### src/rtl/ring_counter_4b.sv
// One-hot ring counter with position index, terminal flag and self-correction.
// An illegal (non-one-hot) ring reloads the start pattern and pulses err.
module ring_counter_4b #(
  parameter int WIDTH = 4,
  parameter int DIR   = 0,
  parameter int POS_W = 2
) (
  input  logic             clk,
  input  logic             reset,
  output logic [WIDTH-1:0] q,
  output logic [POS_W-1:0] pos,
  output logic             term,
  output logic             err
);

  localparam logic [WIDTH-1:0] START    = (DIR == 0) ? {1'b1, {(WIDTH-1){1'b0}}}
                                                     : {{(WIDTH-1){1'b0}}, 1'b1};
  localparam logic [POS_W-1:0] LAST_POS = POS_W'(WIDTH - 1);

  if (WIDTH < 2 || WIDTH > 32) begin : g_bad_width
    $error("ring_counter_4b: WIDTH must be in 2..32");
  end
  if (POS_W != (($clog2(WIDTH) < 1) ? 1 : $clog2(WIDTH))) begin : g_bad_pos_w
    $error("ring_counter_4b: POS_W must equal ceil(log2(WIDTH))");
  end

  logic             legal;
  logic [WIDTH-1:0] q_next;
  logic [POS_W-1:0] pos_next;
  logic             err_next;

  // Exactly one bit set: nonzero and clearing the lowest set bit leaves nothing.
  assign legal = (q != '0) && ((q & (q - WIDTH'(1))) == '0);

  // NOTE: every output of this block gets a default first, so no latch is inferred.
  always_comb begin
    q_next   = START;
    pos_next = '0;
    err_next = 1'b0;
    if (!legal) begin
      err_next = 1'b1;
    end else begin
      if (DIR == 0) q_next = {q[0], q[WIDTH-1:1]};
      else          q_next = {q[WIDTH-2:0], q[WIDTH-1]};
      pos_next = (pos == LAST_POS) ? '0 : pos + POS_W'(1);
    end
  end

  // NOTE: state registers use non-blocking assignments so all bits update together.
  always_ff @(posedge clk) begin
    if (reset) begin
      q   <= START;
      pos <= '0;
      err <= 1'b0;
    end else begin
      q   <= q_next;
      pos <= pos_next;
      err <= err_next;
    end
  end

  assign term = (pos == LAST_POS);

endmodule

### config.mk
export PLATFORM = sky130hd
export DESIGN_NAME = ring_counter_4b
export DESIGN_NICKNAME = d
export VERILOG_FILES = /design/src/rtl/ring_counter_4b.sv
export SDC_FILE = /design/constraint.sdc
export NUM_CORES = 1
export LEC_CHECK = 0
export ABC_AREA = 1
export CAP_MARGIN = 20
export CORE_AREA = 2 2 39 41
export DETAILED_ROUTE_END_ITERATION = 6
export DIE_AREA = 0 0 41 43
export GPL_TIMING_DRIVEN = 0
export HOLD_SLACK_MARGIN = 0.1
export PLACE_DENSITY_LB_ADDON = 0.1
export SYNTH_ARGS = -nofsm -noshare
export SYNTH_HDL_FRONTEND = slang
export SYNTH_SLANG_ARGS = --single-unit
### constraint.sdc
create_clock -name clk -period 1.39 [get_ports clk]
set_input_delay 0.278 -clock clk [delete_from_list [all_inputs] [get_ports clk]]
set_output_delay 0.278 -clock clk [all_outputs]
set_load 0.05 [all_outputs]
==> flow_metrics.tcl, run 1 <==
set metrics [dict create \
    min_to "pos[0]$_SDFF_PP0_" \
    setup_ws_ns 0.0691 \
    wl_per_cell_um 8.25 \
    drive_gt1_share_pct 38.8 \
    drtPass1Iterations 4 \
    tightestPinTransition_ns 0.478 \
    whs_path_depth 1 \
    status "completed" \
    worst-endpoint-required_ns 1.11 \
    synth_top_area_share_pct 48.3 \
    r2r_start "q[1]$_SDFF_PP0_" \
    cp-start-kind "register" \
    crit_family "buffers and inverters" \
    final_max_slew_viol_count 0 \
    chipWidth_um 41 \
    grtUsageTotal_pct 8.55 \
    clock_path_buffers 2 \
    ir_drop_mv 0.624 \
    reg2reg_to "pos[1]$_SDFF_PP0_" \
    synth_fp_nets 39 \
    min_from "pos[0]$_SDFF_PP0_" \
    synth_area_sq_um 290 \
    place_ws_ns -0.175 \
    setup-violations-final 0 \
    grt_overflow_total 0 \
    fmax_mhz 757 \
    finalCritPeriodShare_pct 95.0 \
    worst_setup_path_end_kind "output port" \
    p_total_w 0.000714 \
    critPathSlowestCell "clkdlybuf4s15_1" \
    dpl-instance-area_sq_um 414 \
    viasPerCell 4.14 \
    rows 14 \
    ys_types 11 \
    synth_top_area_cell "dfxtp_1" \
    chipHeight_um 43 \
    grt_pass1_wl_um 897 \
    worst-endpoint-arrival_ns 1.04 \
    cts_setup_buffers 0 \
    cts_tree "yes" \
    dr.first_iter.drc_count 2 \
    maxCapViolCount 0 \
    root_buffer "clkbuf_4" \
    rsz0062_at_grt "no" \
    fin_crit_ns 1.32 \
    grt_start_max_net_pins 5 \
    cts.clk_slew.worst_paths_ns 0.05 \
    nets 53 \
    slew_headroom_pct 68.3 \
    ys_warn_count 0 \
    ys_ff_latch 7 \
    hold-worst-slack_ns 0.446 \
    crit_chain "clkdlybuf4s15_1" \
    insertion_delay_ns 0.25 \
    pin_count 10 \
    final_cell_area_sq_um 443 \
    grt_pass1_vias 236 \
    dieArea_sq_um 1760 \
    antenna_found_initial 0 \
    final.setup.tns_ns 0 \
    wl_um 536 \
    crit_buf_inv 1 \
    r2r_setup_slack_ns 0.52 \
    num_antenna_cells 0 \
    cts_hold_buf 0 \
    drc_errors 0 \
    initial_utilization_pct 21.0 \
    max_stage_delay_ns 0.48 \
    numCtsBuffers 3 \
    ant_nets 0 \
    htree_levels 1 \
    areaGrowthSynthToFinish_pct 52.6 \
    worstSetupStartpoint "err$_SDFF_PP0_" \
    hold_class "reg -> reg" \
    finClkSkew_ns 0.00120 \
    reg2reg_depth 6 \
    place_congestion 0.701 \
    yosysSeqAreaShare_pct 48.3 \
    p_per_area_nw_per_um2 1610 \
    syn_area_per_cell_sq_um 8.06 \
    numClockSinks 7 \
    synth_area_leaders "dfxtp_1, inv_1, nand4_1" \
    place_hpwl_um 425 \
    leakagePower_nw 0.215 \
    finalHoldViolations 0 \
    core-area_sq_um 1380 \
    synthCells 36 \
    cp_max_fo 1 \
    vias 269 \
    criticalPathCategory "reg -> out" \
    io_buffers 9 \
    cts_resized 22 \
]
-- cell type report --
| type | instances | area [sq um] |
|---|---|---|
| Inverter | 11 | 41.3 |
| Sequential cell | 7 | 141 |
| Tap cell | 16 | 20.0 |
| Multi-Input combinational cell | 18 | 121 |
| Timing Repair Buffer | 9 | 92.6 |
| Clock buffer | 4 | 26.3 |
| Fill cell | 160 | 941 |
-- worst max path at each step --
stage | depth (start not counted) | end
6_report | 1 | err
5_1_grt | 1 | err
4_1_cts | 2 | term
3_5_place_dp | 2 | term
3_3_place_gp | 2 | term
2_1_floorplan | 4 | pos[0]$_SDFF_PP0_
-- cells by family after synthesis --
logic type | after synthesis | share of synthesized area (%)
buf+inv | 11 | 14.2
simple gates | 16 | 31.5
compound gates | 1 | 1.72
fa+ha+maj | 1 | 4.31
flops | 7 | 48.3
-- state kept, by name, indices dropped and copies added (netlist names) --
| signal | cells |
|---|---|
| q | 4 |
| err | 1 |
| pos | 2 |
-- metrics by stage --
stage | utilization [%] | std cells
floorplan | - | 36
CTS | 32.4 | 65
global route | 32.0 | 65
finish | 32.0 | 65
global placement | 29.9 | 61
detailed placement | 29.9 | 61
-- cells in the final DEF, fill, tap and decap left out --
cell             instances
clkbuf_1                 1
buf_2                    1
ha_4                     1
inv_1                    9
nand3_2                  1
inv_2                    2
nor2_1                   3
clkdlybuf4s50_1          1
nand2_1                  4
nand2_2                  3
nand2_4                  1
dfxtp_1                  6
a21oi_1                  1
clkbuf_4                 3
nand4_1                  4
clkdlybuf4s15_2          6
clkdlybuf4s15_1          1
dfxtp_2                  1
-- per-layer routing --
layer / vias up / part of all wire (%) / GRT usage (%)
li1: 135 / - / -
met4: 0 / 5.6 / 10.0
met1: 119 / 44 / 8.74
met5: - / 0 / 0
met2: 10 / 41 / 10.6
met3: 5 / 8.6 / 4.71
-- power breakdown --
group          switching (W)  leakage (nW)  internal, W
clock              0.0000761        0.0150     0.000110
sequential         0.0000298        0.0579     0.000235
combinational       0.000182         0.142    0.0000815
-- cells in the mapped netlist, drive strengths merged --
| master | instances |
|---|---|
| a21oi | 1 |
| dfxtp | 7 |
| ha | 1 |
| inv | 11 |
| nand2 | 8 |
| nand3 | 1 |
| nand4 | 4 |
| nor2 | 3 |
No activity file was read; power rests on OpenSTA's default activity.
==> inputs of run 2 (changes only) <==
--- a/config.mk
+++ b/config.mk
@@ -5,7 +5,7 @@
 export SDC_FILE = /design/constraint.sdc
 export NUM_CORES = 1
 export LEC_CHECK = 0
-export ABC_AREA = 1
+export ABC_AREA = 0
 export CAP_MARGIN = 20
 export CORE_AREA = 2 2 39 41
 export DETAILED_ROUTE_END_ITERATION = 6
==> run 2 against run 1 <==
First-iteration DRC count decreased by 50%. Largest cell class unchanged. Synthesized cell count decreased by 44%. Clock power decreased by 4%. Largest power group is now combinational logic. Non-clock buffer count unchanged. Global-route usage decreased by 0.69 points. Fmax decreased by 1.1%. Critical endpoint unchanged.
==> flow_metrics.tcl, run 2 <==
set metrics [dict create \
    status "completed" \
    critPathSlowestCell "dlygate4sd2_1" \
    whs_path_depth 1 \
    reg2reg_to "q[3]$_SDFF_PP1_" \
    async_reset_ff_share_pct 0 \
    worst-endpoint-arrival_ns 1.06 \
    vias 203 \
    cts_tree "yes" \
    root_buffer "clkbuf_4" \
    worst_setup_path_end_kind "output port" \
    finalCritPeriodShare_pct 96.1 \
    power_switching_w 0.000490 \
    synthCells 20 \
    synth_area_leaders "dfxtp_1, nor3b_1, nor4b_1" \
    pin_count 10 \
    final_cell_mix "clkbuf_4, clkdlybuf4s15_2, dfxtp_2" \
    ys.flop_type "dfxtp_1" \
    dpl-instance-area_sq_um 369 \
    leakagePower_nw 0.144 \
    chipWidth_um 41 \
    reg2reg_depth 3 \
    setup-violations-final 0 \
    final_max_slew_viol_count 0 \
    min_from "pos[0]$_SDFF_PP0_" \
    synth_most_common_cell "dfxtp_1" \
    drtPass1Iterations 2 \
    io_buffers 9 \
    antenna_found_initial 0 \
    largest_register_ffs 4 \
    ir_drop_mv 0.839 \
    syn_area_per_cell_sq_um 12.6 \
    htree_levels 1 \
    insertion_delay_ns 0.24 \
    wl_per_cell_um 10.0 \
    dieArea_sq_um 1760 \
    finalHoldViolations 0 \
    dr.first_iter.drc_count 1 \
    chipHeight_um 43 \
    clock_path_buffers 2 \
    fin_util_pct 27.9 \
    ant_nets 0 \
    cts_hold_buf 0 \
    fin_crit_ns 1.34 \
    wl_um 491 \
    worst-endpoint-required_ns 1.11 \
    pwr-share-comb_pct 50.1 \
    cts.clk_slew.worst_paths_ns 0.05 \
    numCtsBuffers 3 \
    power_frac_seq_pct 32.9 \
    ys_types 11 \
    tightestPinTransition_ns 0.484 \
    rsz0062_at_grt "no" \
    grtUsageTotal_pct 7.86 \
    fmax_mhz 748 \
    maxCapViolCount 0 \
    numClockSinks 7 \
    nets 37 \
    crit_buf_inv 1 \
    cp-start-kind "register" \
    grt_pass1_wl_um 848 \
    place_congestion 0.578 \
    crit_family "buffers and inverters" \
    hold_class "reg -> reg" \
    grt_pass1_vias 219 \
    max_stage_delay_ns 0.52 \
    r2r_start "q[3]$_SDFF_PP1_" \
    p_sw_share_pct 46.9 \
    ys_ff_latch 7 \
    grt_start_max_net_pins 8 \
    core-area_sq_um 1380 \
    place_hpwl_um 377 \
    ys_warn_count 0 \
    synth_fp_nets 23 \
    synth_top_area_cell "dfxtp_1" \
    top_register "q" \
    initial_utilization_pct 18.2 \
    synth-edff-count 0 \
    final_cell_area_sq_um 387 \
    synth_area_sq_um 251 \
    rows 14 \
    internal_power_w 0.000554 \
    p_clk_share_pct 17.1 \
    viasPerCell 4.14 \
    hold-worst-slack_ns 0.464 \
    r2r_setup_slack_ns 0.13 \
    criticalPathCategory "reg -> out" \
    min_to "pos[0]$_SDFF_PP0_" \
    crit_chain "dlygate4sd2_1" \
    yosysSeqAreaShare_pct 55.7 \
    slew_headroom_pct 67.8 \
    ys_top_cells_by_count "dfxtp_1, nor3b_1, nor4b_1" \
    num_antenna_cells 0 \
    areaGrowthSynthToFinish_pct 53.7 \
    grt_overflow_total 0 \
    drc_errors 0 \
    p_per_area_nw_per_um2 2700 \
    reg_top3 "q (4), pos (2), err (1)" \
    finClkSkew_ns 0.00124 \
    synth_top_area_share_pct 55.7 \
    drive_gt1_share_pct 51.5 \
    cp_max_fo 1 \
]
## run 2: layout make-up
class / instances / area, sq um
Fill cell: 154 / 997
Sequential cell: 7 / 145
Multi-Input combinational cell: 13 / 114
Timing Repair Buffer: 9 / 81.3
Clock buffer: 4 / 26.3
Tap cell: 16 / 20.0
## run 2: worst max-delay path by stage
stage / depth (start not counted) / endpoint / slack (ns) / start
2_1_floorplan: 1 / term / 0.02 / pos[0]$_SDFF_PP0_
3_3_place_gp: 2 / term / -0.21 / pos[0]$_SDFF_PP0_
3_5_place_dp: 2 / term / -0.24 / pos[0]$_SDFF_PP0_
4_1_cts: 1 / pos[1] / 0.003 / pos[1]$_SDFF_PP0_
5_1_grt: 2 / term / 0.01 / pos[0]$_SDFF_PP0_
6_report: 1 / err / 0.05 / err$_SDFF_PP0_
## run 2: timing repair
item,in CTS,in global routing
resized for setup,22,3
setup buffers,0,0
endpoints found under the setup margin,8,3
## run 2: power groups by stage
stage | sequential (W) | combinational [W] | clock, W
after floorplan | 0.000571 | 0.000163 | 0
after global placement | 0.000346 | 0.000557 | 0
after detailed placement | 0.000353 | 0.000563 | 0
after CTS | 0.000347 | 0.000535 | 0.000190
after global routing | 0.000355 | 0.000569 | 0.000198
final | 0.000343 | 0.000523 | 0.000178
## run 2: metrics by stage
step	power [W]	setup TNS (ns)	setup WS, ns	cells
CTS	0.00107	0	0.00312	49
finish	0.00104	0	0.0539	49
floorplan	0.000734	0	0.0182	20
global placement	0.000904	-0.435	-0.215	45
detailed placement	0.000916	-0.492	-0.239	45
global route	0.00112	0	0.0138	49
## run 2: cells by family (layout without fill, tap and decap cells)
| logic type | count (synthesis) | in the layout | share of synthesized area (%) |
|---|---|---|---|
| flip-flops | 7 | 7 | 55.7 |
| AO/OA/AOI/OAI | 1 | 1 | 4.97 |
| AND/OR/NAND/NOR | 10 | 10 | 30.8 |
| XOR/XNOR | 1 | 1 | 3.48 |
| buffers and inverters | 0 | 13 | 0 |
| adder cells (fa/ha/maj) | 1 | 1 | 4.97 |
## run 2: per-layer routing
layer	track usage (%)	vias to the layer above	routed length (um)
li1	-	102	-
met2	10.6	9	223
met3	1.57	2	38
met5	0	-	0
met4	10.0	0	10
met1	8.47	90	219
==> inputs of run 3 (changes only) <==
--- a/config.mk
+++ b/config.mk
@@ -6,7 +6,6 @@
 export NUM_CORES = 1
 export LEC_CHECK = 0
 export ABC_AREA = 0
-export CAP_MARGIN = 20
 export CORE_AREA = 2 2 39 41
 export DETAILED_ROUTE_END_ITERATION = 6
 export DIE_AREA = 0 0 41 43
==> results of run 3 <==
The final DEF is identical to that of run 2; final timing and power are the same.
==> RTL change, RTL diff (settings of run 2) <==
Reset style: asynchronous (`reset`), changed in one clocked block.
--- a/src/rtl/ring_counter_4b.sv
+++ b/src/rtl/ring_counter_4b.sv
@@ -49,3 +49,3 @@
   // NOTE: state registers use non-blocking assignments so all bits update together.
-  always_ff @(posedge clk) begin
+  always_ff @(posedge clk or posedge reset) begin
     if (reset) begin
Function: differs if reset is asserted again (counterexample within 4 cycles, from zero or initial values and one cycle with reset high); with reset held inactive, the same outputs for 10 cycles.
==> RTL change against run 2 <==
  * Synthesized cell count is 10% higher
  * Largest cell class unchanged
  * Core utilization is 1.5 points higher
  * Wire length is 15% higher
  * Sequential cell count stayed put
  * Sequential share of layout area is 5.7 points higher
  * First-iteration DRC count is 100% higher
  * Design area is 5.5% higher
  * Critical path depth is 1 higher
  * Area after synthesis is 14% higher
  * Highest routed layer unchanged
  * Worst setup slack better by 0.0039 ns
  * Non-clock buffer count stayed put
  * Global-route usage is 1.3 points higher
Power is not compared: it rests on default switching activity, and its combinational part moved more than twofold at a synthesized area within 25%.
==> RTL change: results (changes against run 2) <==
outcome: finished clean
Initial DRT Pass Iterations: 4 (+2)
Critical-path top delay cell: dfrtp_1
distinct cell type count after synthesis: 13 (+2)
layout cell share with drive strength beyond 1: 40.0% (-12 points)
asr flop ratio synth: 100% (+100 points)
pre-CTS setup slack: -0.292 ns (-0.0529 ns)
Placed Cells: 47 (+4.4%)
NumNets Final: 39 (+5.4%)
CP max stage delay: 0.41 ns (-0.11 ns)
routed vias/inst: 4.31 (+4.1%)
largest net degree at the start of global routing: 9 (+1)
wire length on met1: 224 um (+2.3%)
Reg2Reg Launch Point: q[3]
most instantiated cells after synthesis: 6 x dfrtp_1, 2 x inv_1, 2 x nor2_1, 2 x nor4b_1, 2 x xor2_1
Final min period: 1.33 ns (-0.00390 ns)
Slew HR: 68.3% (+0.44 points)
syn nets: 25 (+8.7%)
DP Wirelength: 442 um (+17%)
CP max FO: 3 (+2)
final non-filler cell total: 51 (+4.1%)
GPL Wtd Cong: 0.758 (+31%)
Worst R2R Setup Slack: 0.24 ns (+0.11 ns)
register area share after synthesis: 61.6% (+5.9 points)
worst hold path class: in -> async
met3 Usage GRT: 3.14% (+1.6 points)
RTL change: logic make-up after synthesis:
kind of cell / after synthesis / synth area share [%]
flops: 7 / 61.6
buf+inv: 2 / 2.62
fa+ha+maj: 1 / 4.37
simple gates: 7 / 16.6
compound gates: 3 / 8.73
xor+xnor: 2 / 6.11
RTL change: area by class of cell:
class,count,area (um2)
tap,16,20.0
multi-input combinational,13,105
inverter,2,7.51
fill,153,976
timing repair buffer,9,72.6
sequential,7,176
clock buffer,4,26.3
RTL change: power by group through the flow:
stage	Clock (W)	Sequential [W]	Combinational, W
CTS	0.000190	0.000204	0.00000706
finish	0.000182	0.000204	0.00000660
global route	0.000203	0.000204	0.00000811
detailed placement	0	0.000208	0.00000696
global placement	0	0.000208	0.00000700
floorplan	0	0.000208	0.00000319
RTL change: repair_timing:
action / CTS / global route
gates resized for setup: 29 / 8
endpoints found under the setup margin: 8 / 5
hold endpoints to repair: 0 / 0
buffers inserted: 0 / 0
RTL change: how the worst min path moves through the flow:
stage | startpoint | end | cells past startpoint | slack (ns)
after CTS | reset | pos[1] | 2 | 0.26
after global placement | pos[0] | pos[0] | 1 | 0.47
after floorplan | reset | err | 1 | 0.08
final | reset | err | 2 | 0.26
after detailed placement | pos[0] | pos[0] | 1 | 0.49
after global routing | reset | q[1] | 2 | 0.29
RTL change: per-stage QoR:
step | hold slack, ns | area, um2 | util (%) | setup TNS, ns
floorplan | 0.0807 | 289 | - | 0
global placement | 0.473 | 399 | 28.8 | -1.08
detailed placement | 0.493 | 399 | 28.8 | -1.15
CTS | 0.264 | 413 | 29.8 | -0.0237
global route | 0.293 | 408 | 29.5 | 0
finish | 0.258 | 408 | 29.5 | 0
